<file path="src/rtl/slice_sequencer.sv">
// Slice sequencer: measures stock length ultrasonically, divides it into equal
// segments and steps the carriage through cut/return cycles.
module slice_sequencer #(
  parameter int DIST_W       = 32,
  parameter int CNT_W        = 5,
  parameter int TRIG_HOLD    = 500,
  parameter int ECHO_TIMEOUT = 2000000,
  parameter int MAX_RETRY    = 3
) (
  input  logic              clk,
  input  logic              rst,
  input  logic              start,
  input  logic              pause,
  input  logic              abort,
  input  logic [CNT_W-1:0]  slice_num,
  input  logic              valid,
  input  logic [DIST_W-1:0] distance,
  input  logic              cut_end,
  output logic              trigger,
  output logic              move,
  output logic              back,
  output logic              cut,
  output logic              busy,
  output logic              finish,
  output logic              err
);

  typedef enum logic [3:0] {
    IDLE, INIT_TRIG, INIT_WAIT, DIVIDE, TRIG, WAIT, CUT, BACK_TRIG, BACK_WAIT, PAUSE
  } state_t;

  localparam int HOLD_W  = $clog2(TRIG_HOLD + 1);
  localparam int TO_W    = $clog2(ECHO_TIMEOUT + 1);
  localparam int RETRY_W = $clog2(MAX_RETRY + 1);
  localparam int DIVC_W  = $clog2(DIST_W + 1);

  localparam logic [HOLD_W-1:0]  HOLD_LAST  = HOLD_W'(TRIG_HOLD - 1);
  localparam logic [TO_W-1:0]    TO_LAST    = TO_W'(ECHO_TIMEOUT - 1);
  localparam logic [RETRY_W-1:0] RETRY_LAST = RETRY_W'(MAX_RETRY - 1);
  localparam logic [DIVC_W-1:0]  DIV_LAST   = DIVC_W'(DIST_W - 1);

  state_t              state, saved_state;
  logic [CNT_W-1:0]    slices, cut_cnt;
  logic [DIST_W-1:0]   length, segment, location, quot;
  logic [DIST_W:0]     rem;
  logic [HOLD_W-1:0]   hold_cnt;
  logic [TO_W-1:0]     wait_cnt;
  logic [RETRY_W-1:0]  retry;
  logic [DIVC_W-1:0]   div_cnt;

  logic [DIST_W:0]     rem_shift, rem_diff;
  logic [DIST_W-1:0]   quot_next;
  logic                cut_hit;

  function automatic state_t trig_of(input state_t s);
    case (s)
      INIT_TRIG, INIT_WAIT: trig_of = INIT_TRIG;
      BACK_TRIG, BACK_WAIT: trig_of = BACK_TRIG;
      default:              trig_of = TRIG;
    endcase
  endfunction

  function automatic state_t wait_of(input state_t s);
    case (s)
      INIT_TRIG: wait_of = INIT_WAIT;
      BACK_TRIG: wait_of = BACK_WAIT;
      default:   wait_of = WAIT;
    endcase
  endfunction

  // One restoring-division step per DIVIDE cycle; a negative trial difference
  // shows up as the top bit because the partial remainder never exceeds 2*slices.
  always_comb begin
    rem_shift = {rem[DIST_W-1:0], quot[DIST_W-1]};
    rem_diff  = rem_shift - {{(DIST_W + 1 - CNT_W){1'b0}}, slices};
    quot_next = {quot[DIST_W-2:0], ~rem_diff[DIST_W]};
  end

  // A segment larger than the remaining location always counts as a cut.
  assign cut_hit = (segment > location) || (distance <= location - segment);

  always_ff @(posedge clk or posedge rst) begin
    if (rst) begin
      state       <= IDLE;
      saved_state <= IDLE;
      slices      <= '0;
      cut_cnt     <= '0;
      length      <= '0;
      segment     <= '0;
      location    <= '0;
      quot        <= '0;
      rem         <= '0;
      hold_cnt    <= '0;
      wait_cnt    <= '0;
      retry       <= '0;
      div_cnt     <= '0;
      trigger     <= 1'b0;
      move        <= 1'b0;
      back        <= 1'b0;
      cut         <= 1'b0;
      busy        <= 1'b0;
      finish      <= 1'b0;
      err         <= 1'b0;
    end else begin
      finish <= 1'b0;
      err    <= 1'b0;
      if (abort) begin
        state   <= IDLE;
        trigger <= 1'b0;
        move    <= 1'b0;
        back    <= 1'b0;
        cut     <= 1'b0;
        busy    <= 1'b0;
      end else if (pause && state != IDLE) begin
        if (state == PAUSE) begin
          case (saved_state)
            CUT: begin
              state <= CUT;
              cut   <= 1'b1;
            end
            DIVIDE: state <= DIVIDE;
            default: begin
              state    <= trig_of(saved_state);
              hold_cnt <= '0;
              trigger  <= 1'b1;
              move     <= (trig_of(saved_state) != INIT_TRIG);
              back     <= (trig_of(saved_state) == BACK_TRIG);
            end
          endcase
        end else begin
          saved_state <= state;
          state       <= PAUSE;
          trigger     <= 1'b0;
          move        <= 1'b0;
          back        <= 1'b0;
          cut         <= 1'b0;
        end
      end else begin
        case (state)
          IDLE: if (start) begin
            slices   <= slice_num;
            cut_cnt  <= '0;
            retry    <= '0;
            hold_cnt <= '0;
            trigger  <= 1'b1;
            busy     <= 1'b1;
            state    <= INIT_TRIG;
          end
          INIT_TRIG, TRIG, BACK_TRIG: begin
            if (hold_cnt == HOLD_LAST) begin
              trigger  <= 1'b0;
              wait_cnt <= '0;
              state    <= wait_of(state);
            end else begin
              hold_cnt <= hold_cnt + 1'b1;
            end
          end
          INIT_WAIT, WAIT, BACK_WAIT: begin
            if (valid) begin
              retry <= '0;
              case (state)
                INIT_WAIT: begin
                  length   <= distance;
                  location <= distance;
                  if (slices <= CNT_W'(1)) begin
                    finish <= 1'b1;
                    busy   <= 1'b0;
                    state  <= IDLE;
                  end else begin
                    quot    <= distance;
                    rem     <= '0;
                    div_cnt <= '0;
                    state   <= DIVIDE;
                  end
                end
                WAIT: begin
                  if (cut_hit) begin
                    move  <= 1'b0;
                    cut   <= 1'b1;
                    state <= CUT;
                  end else begin
                    hold_cnt <= '0;
                    trigger  <= 1'b1;
                    state    <= TRIG;
                  end
                end
                default: begin
                  if (distance >= length) begin
                    move   <= 1'b0;
                    back   <= 1'b0;
                    finish <= 1'b1;
                    busy   <= 1'b0;
                    state  <= IDLE;
                  end else begin
                    hold_cnt <= '0;
                    trigger  <= 1'b1;
                    state    <= BACK_TRIG;
                  end
                end
              endcase
            end else if (wait_cnt == TO_LAST) begin
              if (retry == RETRY_LAST) begin
                retry <= '0;
                move  <= 1'b0;
                back  <= 1'b0;
                cut   <= 1'b0;
                busy  <= 1'b0;
                err   <= 1'b1;
                state <= IDLE;
              end else begin
                retry    <= retry + 1'b1;
                hold_cnt <= '0;
                trigger  <= 1'b1;
                state    <= trig_of(state);
              end
            end else begin
              wait_cnt <= wait_cnt + 1'b1;
            end
          end
          DIVIDE: begin
            rem     <= rem_diff[DIST_W] ? rem_shift : rem_diff;
            quot    <= quot_next;
            div_cnt <= div_cnt + 1'b1;
            if (div_cnt == DIV_LAST) begin
              segment  <= quot_next;
              hold_cnt <= '0;
              trigger  <= 1'b1;
              move     <= 1'b1;
              state    <= TRIG;
            end
          end
          CUT: if (cut_end) begin
            cut      <= 1'b0;
            location <= location - segment;
            cut_cnt  <= cut_cnt + 1'b1;
            hold_cnt <= '0;
            trigger  <= 1'b1;
            move     <= 1'b1;
            if (cut_cnt + 1'b1 == slices - 1'b1) begin
              back  <= 1'b1;
              state <= BACK_TRIG;
            end else begin
              state <= TRIG;
            end
          end
          PAUSE: ;
          default: state <= IDLE;
        endcase
      end
    end
  end

endmodule

</file>
<file path="config.mk">
export PLATFORM = sky130hd
export DESIGN_NAME = slice_sequencer
export DESIGN_NICKNAME = d
export VERILOG_FILES = /design/src/rtl/slice_sequencer.sv
export SDC_FILE = /design/constraint.sdc
export NUM_CORES = 1
export LEC_CHECK = 0
export BUFFER_PORTS_ARGS = -buffer_cell sky130_fd_sc_hd__buf_4
export CAP_MARGIN = 20
export CORE_ASPECT_RATIO = 1.25
export CORE_UTILIZATION = 30
export CTS_BUF_LIST = sky130_fd_sc_hd__clkbuf_16
export CTS_CLUSTER_DIAMETER = 100
export DETAILED_ROUTE_END_ITERATION = 8
export SETUP_SLACK_MARGIN = 0.4
export SLEW_MARGIN = 25
export SYNTH_ARGS = -nofsm -noshare
export SYNTH_HDL_FRONTEND = slang
export SYNTH_SLANG_ARGS = --single-unit
</file>
<file path="constraint.sdc">
create_clock -name clk -period 19.5 [get_ports clk]
set_input_delay 4.875 -clock clk [delete_from_list [all_inputs] [get_ports clk]]
set_output_delay 4.875 -clock clk [all_outputs]
set_load 0.01 [all_outputs]
</file>
==> summary.txt, run 1 <==
Run status
  • Status: completed

Finish
  • Synth-to-layout area growth: 13.1%
  • Nets@finish: around 1.8k
  • Commonest cells after routing, fill and taps aside: dfrtp_1, nand2_1, o21ai_0
  • Share of cells above drive strength 1: 0.108
  • Ant diodes: 0
  • Commonest non-fill, non-tap cell in the layout: dfrtp_1

Pwr
  • Pwr/cell area: approximately 150 nW/um2
  • Total Power: 2.54 mW
  • Leak: 7.57 nW
  • Max IR drop VDD: 0.0684 mV

Yosys
  • Post-synth ARST share: 1.00
  • Post-synthesis register bit count: 223
  • EDFF count, synth: 0
  • Syn Area/Cell: 8.88 um2
  • Cells after synthesis: 1644
  • Synthesized area: between 10000 and 15000 um2
  • Seq/Total Area, Yosys: 0.382
  • Post-synth cell types: 78
  • Top_reg_cell synth: dfrtp_1
  • Synth warnings: 0
  • Syn_nets: 1797

Critical path
  • Critical R2R Launch: segment[1]$_DFFE_PP0P_
  • Crit end category: register
  • Crit path largest cell delay: about 0.53 ns
  • Worst Path Arrival: 7.79 ns
  • Top delay family on crit path: compound AO/OA/AOI/OAI gates
  • Max FO, Critical Path: 7
  • Worst path most repeated cell: a21oi_1
  • CP startpoint: distance[23]
  • Crit-path cells: buf_4, ha_1, a2111oi_0, o21ai_0, a21oi_1, o311a_1, a21oi_1, o311ai_2, and3_1, nor3b_2, nor3_1
  • Crit Path Category: input pin to register
  • WP buf/inv: 1
  • Slowest-stage cell, CP: a2111oi_0
  • CP required: about 20 ns
  • Critical path startpoint category: input pin

STA
  • Fin crit share: 0.378
  • Total negative slack: 0 ns
  • Setup Skew: 0.0110 ns
  • RSZ-0062 raised after global routing: false
  • WHS: 0.484 ns
  • Setup slack after layout: 12.13 ns
  • Final min period: between 7 and 8 ns
  • Fin. max-slew vios: 0
  • Final hold vios: 0
  • Slew @ Worst Pin: 0.979 ns
  • Fmax: 136 MHz
  • Worst relative slew slack: 0.329
  • # setup viols final: 0

Clock tree
  • Hold-fix buffers, CTS: 0
  • TritonCTS clock tree: yes
  • H-tree Lvls: 1
  • Clock Path Buffers: 3
  • Worst-skew pair later-pin latency: 0.55 ns
  • # Post-CTS Setup Buffers: 0
  • Clock Pin Slew Worst Setup and Hold Paths: 0.06 ns
  • Clock sinks: 223
  • CTS root buf: clkbuf_16
  • # resized after CTS: 0
  • CTS Buf Count: 26

Worst hold path
  • Worst Hold Class: register to register
  • Hold Startpoint: location[4]$_DFFE_PP0P_

Route
  • Via/cell ratio: 5.23
  • Iteration-0 DRC Markers: 840
  • WL/cell: between 15 and 20 um
  • Drt pass-1 iters: 7
  • Vias: 12.1k
  • Detail Route Antenna Nets: 0
  • Drt drc: 0
  • WL final: 38.8 mm

Global route
  • GRT Total Usage: 0.159
  • Global route overflow: 0
  • Initial antenna violation count: 1
  • First-pass GRT wire length: 64.0 mm
  • Largest net degree at the start of global routing: 104
  • Via count of the first global-routing pass: 12.1k

Floorplanning
  • Core Footprint: 48200 um2
  • Total die area: around 50000 um2
  • Site Rows: 90
  • Starting Density: 0.303
  • Horiz. Die Dim: 199 um
  • IO Pins: 51
  • Die H: 249 um

Place
  • Pre-CTS WS: 11.57 ns
  • IO buf count: 50
  • Gpl congestion: around 0.94
  • Post-DP HPWL: 27.7 mm

Flow run
  • Max cap viols: 0
## routing by layer
layer  track usage  vias up  routed length, um  share of wire
li1              -     5898                  -              -
met1         0.196     5922              16600           0.43
met2         0.277      243              19300           0.50
met3        0.0194       82               1360          0.035
met4        0.0689        2               1530          0.039
met5             0        -                 13        0.00033
## sequential cells by signal (all words and copies together), names as in the netlist, 4 cells and up
name / cells
wait_cnt: 21
slices: 5
quot: 32
div_cnt: 6
saved_state: 4
length: 32
hold_cnt: 9
location: 32
rem: 32
cut_cnt: 5
segment: 32
state: 4
## synth_stat cells (all sizes together), types with 4 or more instances
master | instances | area [um2]
and4 | 4 | 35.0
o211ai | 15 | 113
a31oi | 14 | 87.6
nor4 | 22 | 193
o21ai | 150 | 751
buf | 7 | 36.3
or2 | 7 | 43.8
a21o | 30 | 225
mux2 | 43 | 484
nor2 | 97 | 364
mux2i | 41 | 410
and2 | 7 | 43.8
clkbuf | 69 | 259
nand4 | 15 | 93.8
o21a | 13 | 97.6
nand3 | 48 | 240
dfrtp | 223 | 5580
o21bai | 4 | 30.0
inv | 95 | 357
o31a | 5 | 43.8
nor2b | 18 | 113
and3 | 25 | 156
a2111oi | 9 | 97.6
a21boi | 4 | 30.0
o31ai | 36 | 275
nand2 | 219 | 825
a21oi | 84 | 420
xnor2 | 53 | 464
nand2b | 13 | 81.3
or3 | 18 | 113
ha | 107 | 1340
xor2 | 41 | 359
nor3 | 36 | 185
or4 | 7 | 56.3
a211oi | 14 | 105
## tightest hold or removal path: cells and delay by family (launching register included)
family | cells | cell delay (ns)
AOI/OAI and AO/OA | 1 | 0.06
and+or+nand+nor | 1 | 0.05
DFF | 1 | 0.35
## cell families (layout without fill, tap and decap cells)
| group | after synthesis | count (layout) | share of synthesized area |
|---|---|---|---|
| fa+ha+maj | 109 | 109 | 0.0944 |
| compound gates | 414 | 414 | 0.179 |
| xor+xnor | 94 | 94 | 0.0564 |
| flops | 223 | 223 | 0.382 |
| simple gates | 549 | 549 | 0.182 |
| buf+inv | 171 | 207 | 0.0446 |
| mux | 84 | 84 | 0.0612 |
## path summary, 6_finish.rpt
check	to	slack, ns	cells after the start
setup / recovery	hold_cnt[5]$_DFFE_PP0P_	12.13	11
hold / removal	location[4]$_DFFE_PP0P_	0.48	2
setup reg to reg	hold_cnt[5]$_DFFE_PP0P_	13.39	20
min in group asynchronous	rem[22]$_DFFE_PP0P_	4.42	2
hold reg to reg	location[4]$_DFFE_PP0P_	0.48	2
max in group asynchronous	length[13]$_DFFE_PP0P_	13.14	4
## area by class of cell
type | count | area (um2)
clock buffer | 27 | 676
timing repair buffer | 64 | 484
tap | 644 | 806
sequential | 223 | 5580
multi-input combinational | 1250 | 8410
fill | 5046 | 31700
clock inverter | 21 | 193
inverter | 95 | 364
## stage by stage
step	utilization	std cells	cell area, um2
2_1_floorplan	-	1644	14600
3_3_place_gp	0.325	2276	15600
3_5_place_dp	0.325	2276	15600
4_1_cts	0.343	2324	16500
5_1_grt	0.343	2324	16500
6_report	0.343	2324	16500
## power breakdown
| group | internal [mW] | switching, mW | leakage, nW |
|---|---|---|---|
| combinational | 0.541 | 0.775 | 4.25 |
| sequential | 0.597 | 0.125 | 2.89 |
| clock | 0.292 | 0.211 | 0.421 |
Note: power is estimated with default switching activity, not from simulation.
==> inputs of run 2 (changes only) <==
==> constraint.sdc (replaced) <==
create_clock -name clk -period 7 [get_ports clk]
set_input_delay 1.75 -clock clk [delete_from_list [all_inputs] [get_ports clk]]
set_output_delay 1.75 -clock clk [all_outputs]
set_load 0.01 [all_outputs]
==> run 2 against run 1 <==
Effect of this change: critical path depth up 9; clock power rose by 150%; largest power group unchanged; via count decreased by 1.9%; clock skew increased by 0.023 ns; highest routed layer unchanged; sequential power rose to 2.7 times the previous value; largest cell class unchanged; sequential share of layout area up 0.16 points; utilization is 0.16 points lower.
==> summary.txt, run 2 (synthesized netlist as in run 1, its figures left out) <==
Floorplanning
  • Site Rows: 90 (unchanged)
  • Total die area: 49600 um2 (unchanged)
  • Horiz. Die Dim: 199 um (unchanged)
  • IO Pins: 51 (unchanged)
  • Die H: 249 um (unchanged)
  • Core Footprint: 48200 um2 (unchanged)
  • Starting Density: 0.303 (unchanged)

STA
  • # setup viols final: 0 (unchanged)
  • Setup Skew: 0.0341 ns (+0.0231 ns)
  • Final min period: around 5.9 ns
  • Worst relative slew slack: 0.325 (-0.00357)
  • WHS: 0.483 ns (-0.00186 ns)
  • Fmax: between 150 and 200 MHz
  • Final hold vios: 0 (unchanged)
  • Fin crit share: 0.841
  • Fin. max-slew vios: 0 (unchanged)
  • Slew @ Worst Pin: 1.01 ns (+0.0334 ns)
  • Total negative slack: 0 ns (unchanged)
  • RSZ-0062 raised after global routing: false

Route
  • WL final: 37.9 mm (-2.3%)
  • Vias: 11.9k (-1.9%)
  • Iteration-0 DRC Markers: 620 (-26%)
  • Drt pass-1 iters: 5 (-2)
  • WL/cell: 16.3 um (-2.3%)
  • Detail Route Antenna Nets: 0 (unchanged)
  • Via/cell ratio: 5.13 (-1.8%)
  • Drt drc: 0 (unchanged)

Finish
  • Commonest non-fill, non-tap cell in the layout: dfrtp_1
  • Commonest cells after routing, fill and taps aside: dfrtp_1, nand2_1, o21ai_0
  • Ant diodes: 0 (unchanged)
  • Finished Layout Cells: 2322 (-0.086%)
  • Fillers: 5035 (-0.22%)
  • Synth-to-layout area growth: 12.5%
  • Share of cells above drive strength 1: 0.105 (-0.00285)
  • Nets@finish: 1815 (+0.11%)

Place
  • IO buf count: 50 (unchanged)
  • Gpl congestion: 0.876 (-7.2%)
  • Post-DP HPWL: 27.1 mm (-2.0%)
  • Placed cells: 2278 (+0.088%)

Critical path
  • CP required: 7.47 ns (-12.44 ns)
  • Reg2Reg Depth: 20 (unchanged)
  • Crit Path Category: register to register
  • Worst r2r dst: hold_cnt[5]$_DFFE_PP0P_
  • Worst Path Arrival: 6.36 ns (-1.43 ns)
  • Reg2reg setup slack: 1.11 ns (-12.28 ns)
  • Crit end category: register
  • Critical path startpoint category: register
  • Critical R2R Launch: segment[1]$_DFFE_PP0P_
  • Max FO, Critical Path: 7 (unchanged)

Global route
  • First-pass GRT wire length: 63.1 mm (-1.4%)
  • Via count of the first global-routing pass: 12.0k (-0.56%)
  • GRT Total Usage: 0.157 (-0.00274)
  • Initial antenna violation count: 1 (unchanged)
  • Largest net degree at the start of global routing: 172 (+65%)
  • Global route overflow: 0 (unchanged)

Flow run
  • Max cap viols: 0 (unchanged)

Pwr
  • Pwr/cell area: 419 nW/um2 (+170%)
  • Leak: 7.56 nW (about the same)
  • Total Power: 6.89 mW (+170%)
  • Max IR drop VDD: 0.221 mV (+220%)

Clock tree
  • Hold-fix buffers, CTS: 0 (unchanged)
  • # resized after CTS: 0 (unchanged)
  • Clock Pin Slew Worst Setup and Hold Paths: 0.06 ns (about the same)
  • Clock sinks: 223 (unchanged)
  • CTS Buf Count: 25 (-3.8%)
  • Clock Path Buffers: 3 (unchanged)
  • H-tree Lvls: 1 (unchanged)
  • TritonCTS clock tree: yes
  • # Post-CTS Setup Buffers: 0 (unchanged)
  • Worst-skew pair later-pin latency: 0.57 ns (+0.02 ns)
  • CTS root buf: clkbuf_16

Worst hold path
  • Hold EP: length[26]$_DFFE_PP0P_
  • Worst Hold Class: register to register
  • Hold Path Stages: 2 (unchanged)
  • Hold Startpoint: length[26]$_DFFE_PP0P_

Run status
  • Status: completed
[run 2: changes by cell type in the layout (fill, tap and decap cells not counted), moves of 2 or more]
cell / previous run / this run
clkinvlp_4: 5 / 3
buf_4: 63 / 65
bufinv_16: 3 / 1
clkbuf_16: 27 / 25
inv_1: 96 / 99
[run 2: through the flow]
stage | worst slack, ns | area (um2) | utilization
6_report | 1.11 | 16400 | 0.341
5_1_grt | 0.503 | 16400 | 0.341
4_1_cts | 1.12 | 16400 | 0.340
3_5_place_dp | 1.14 | 15700 | 0.325
3_3_place_gp | 1.38 | 15700 | 0.325
2_1_floorplan | 2.20 | 14600 | -
[run 2: cell type report]
cell class              instances  area, um2  area share
clock buffers                  25        626      0.0381
clock inverters                18        111     0.00677
inverters                      95        360      0.0219
multi-input cells            1250       8420       0.512
flip-flops and latches        223       5580       0.339
well taps                     644        806      0.0490
repair buffers                 67        536      0.0326
[run 2: per-layer routing]
metal  track usage  part of all wire  wire length [um]
met1         0.192              0.43             16200
met3        0.0167             0.030              1150
met2         0.278              0.51             19200
met4        0.0598             0.037              1400
met5             0           0.00029                11
[run 2: worst max-delay path, cell delays in order, from the launching register on]
cell	delay, ns
dfrtp_1	0.40
inv_1	0.06
ha_1	0.28
nor2b_1	0.13
o21a_1	0.17
o21ai_0	0.54
a211oi_1	0.26
o21ai_0	0.43
a31oi_1	0.28
a221oi_1	0.50
xor2_1	0.13
ha_1	0.32
nand4_1	0.17
nor4_1	0.44
a21oi_1	0.13
and2_1	0.20
a211oi_1	0.47
o311ai_2	0.27
and3_1	0.26
nor3b_2	0.20
nor3_1	0.19
[run 2: how the worst max path moves through the flow]
| stage | startpoint | endpoint | slack [ns] |
|---|---|---|---|
| 4_1_cts | segment[6]$_DFFE_PP0P_ | hold_cnt[5]$_DFFE_PP0P_ | 1.12 |
| 6_report | segment[1]$_DFFE_PP0P_ | hold_cnt[5]$_DFFE_PP0P_ | 1.11 |
| 2_1_floorplan | segment[1]$_DFFE_PP0P_ | hold_cnt[5]$_DFFE_PP0P_ | 2.20 |
| 3_5_place_dp | segment[1]$_DFFE_PP0P_ | hold_cnt[5]$_DFFE_PP0P_ | 1.14 |
| 5_1_grt | segment[6]$_DFFE_PP0P_ | hold_cnt[5]$_DFFE_PP0P_ | 0.50 |
| 3_3_place_gp | segment[1]$_DFFE_PP0P_ | hold_cnt[5]$_DFFE_PP0P_ | 1.38 |
[run 2: report_power, final]
part | switching (mW) | leakage, nW | internal [mW] | total [mW]
combinational | 2.16 | 4.29 | 1.52 | 3.68
sequential | 0.312 | 2.89 | 1.66 | 1.98
clock | 0.556 | 0.377 | 0.681 | 1.24
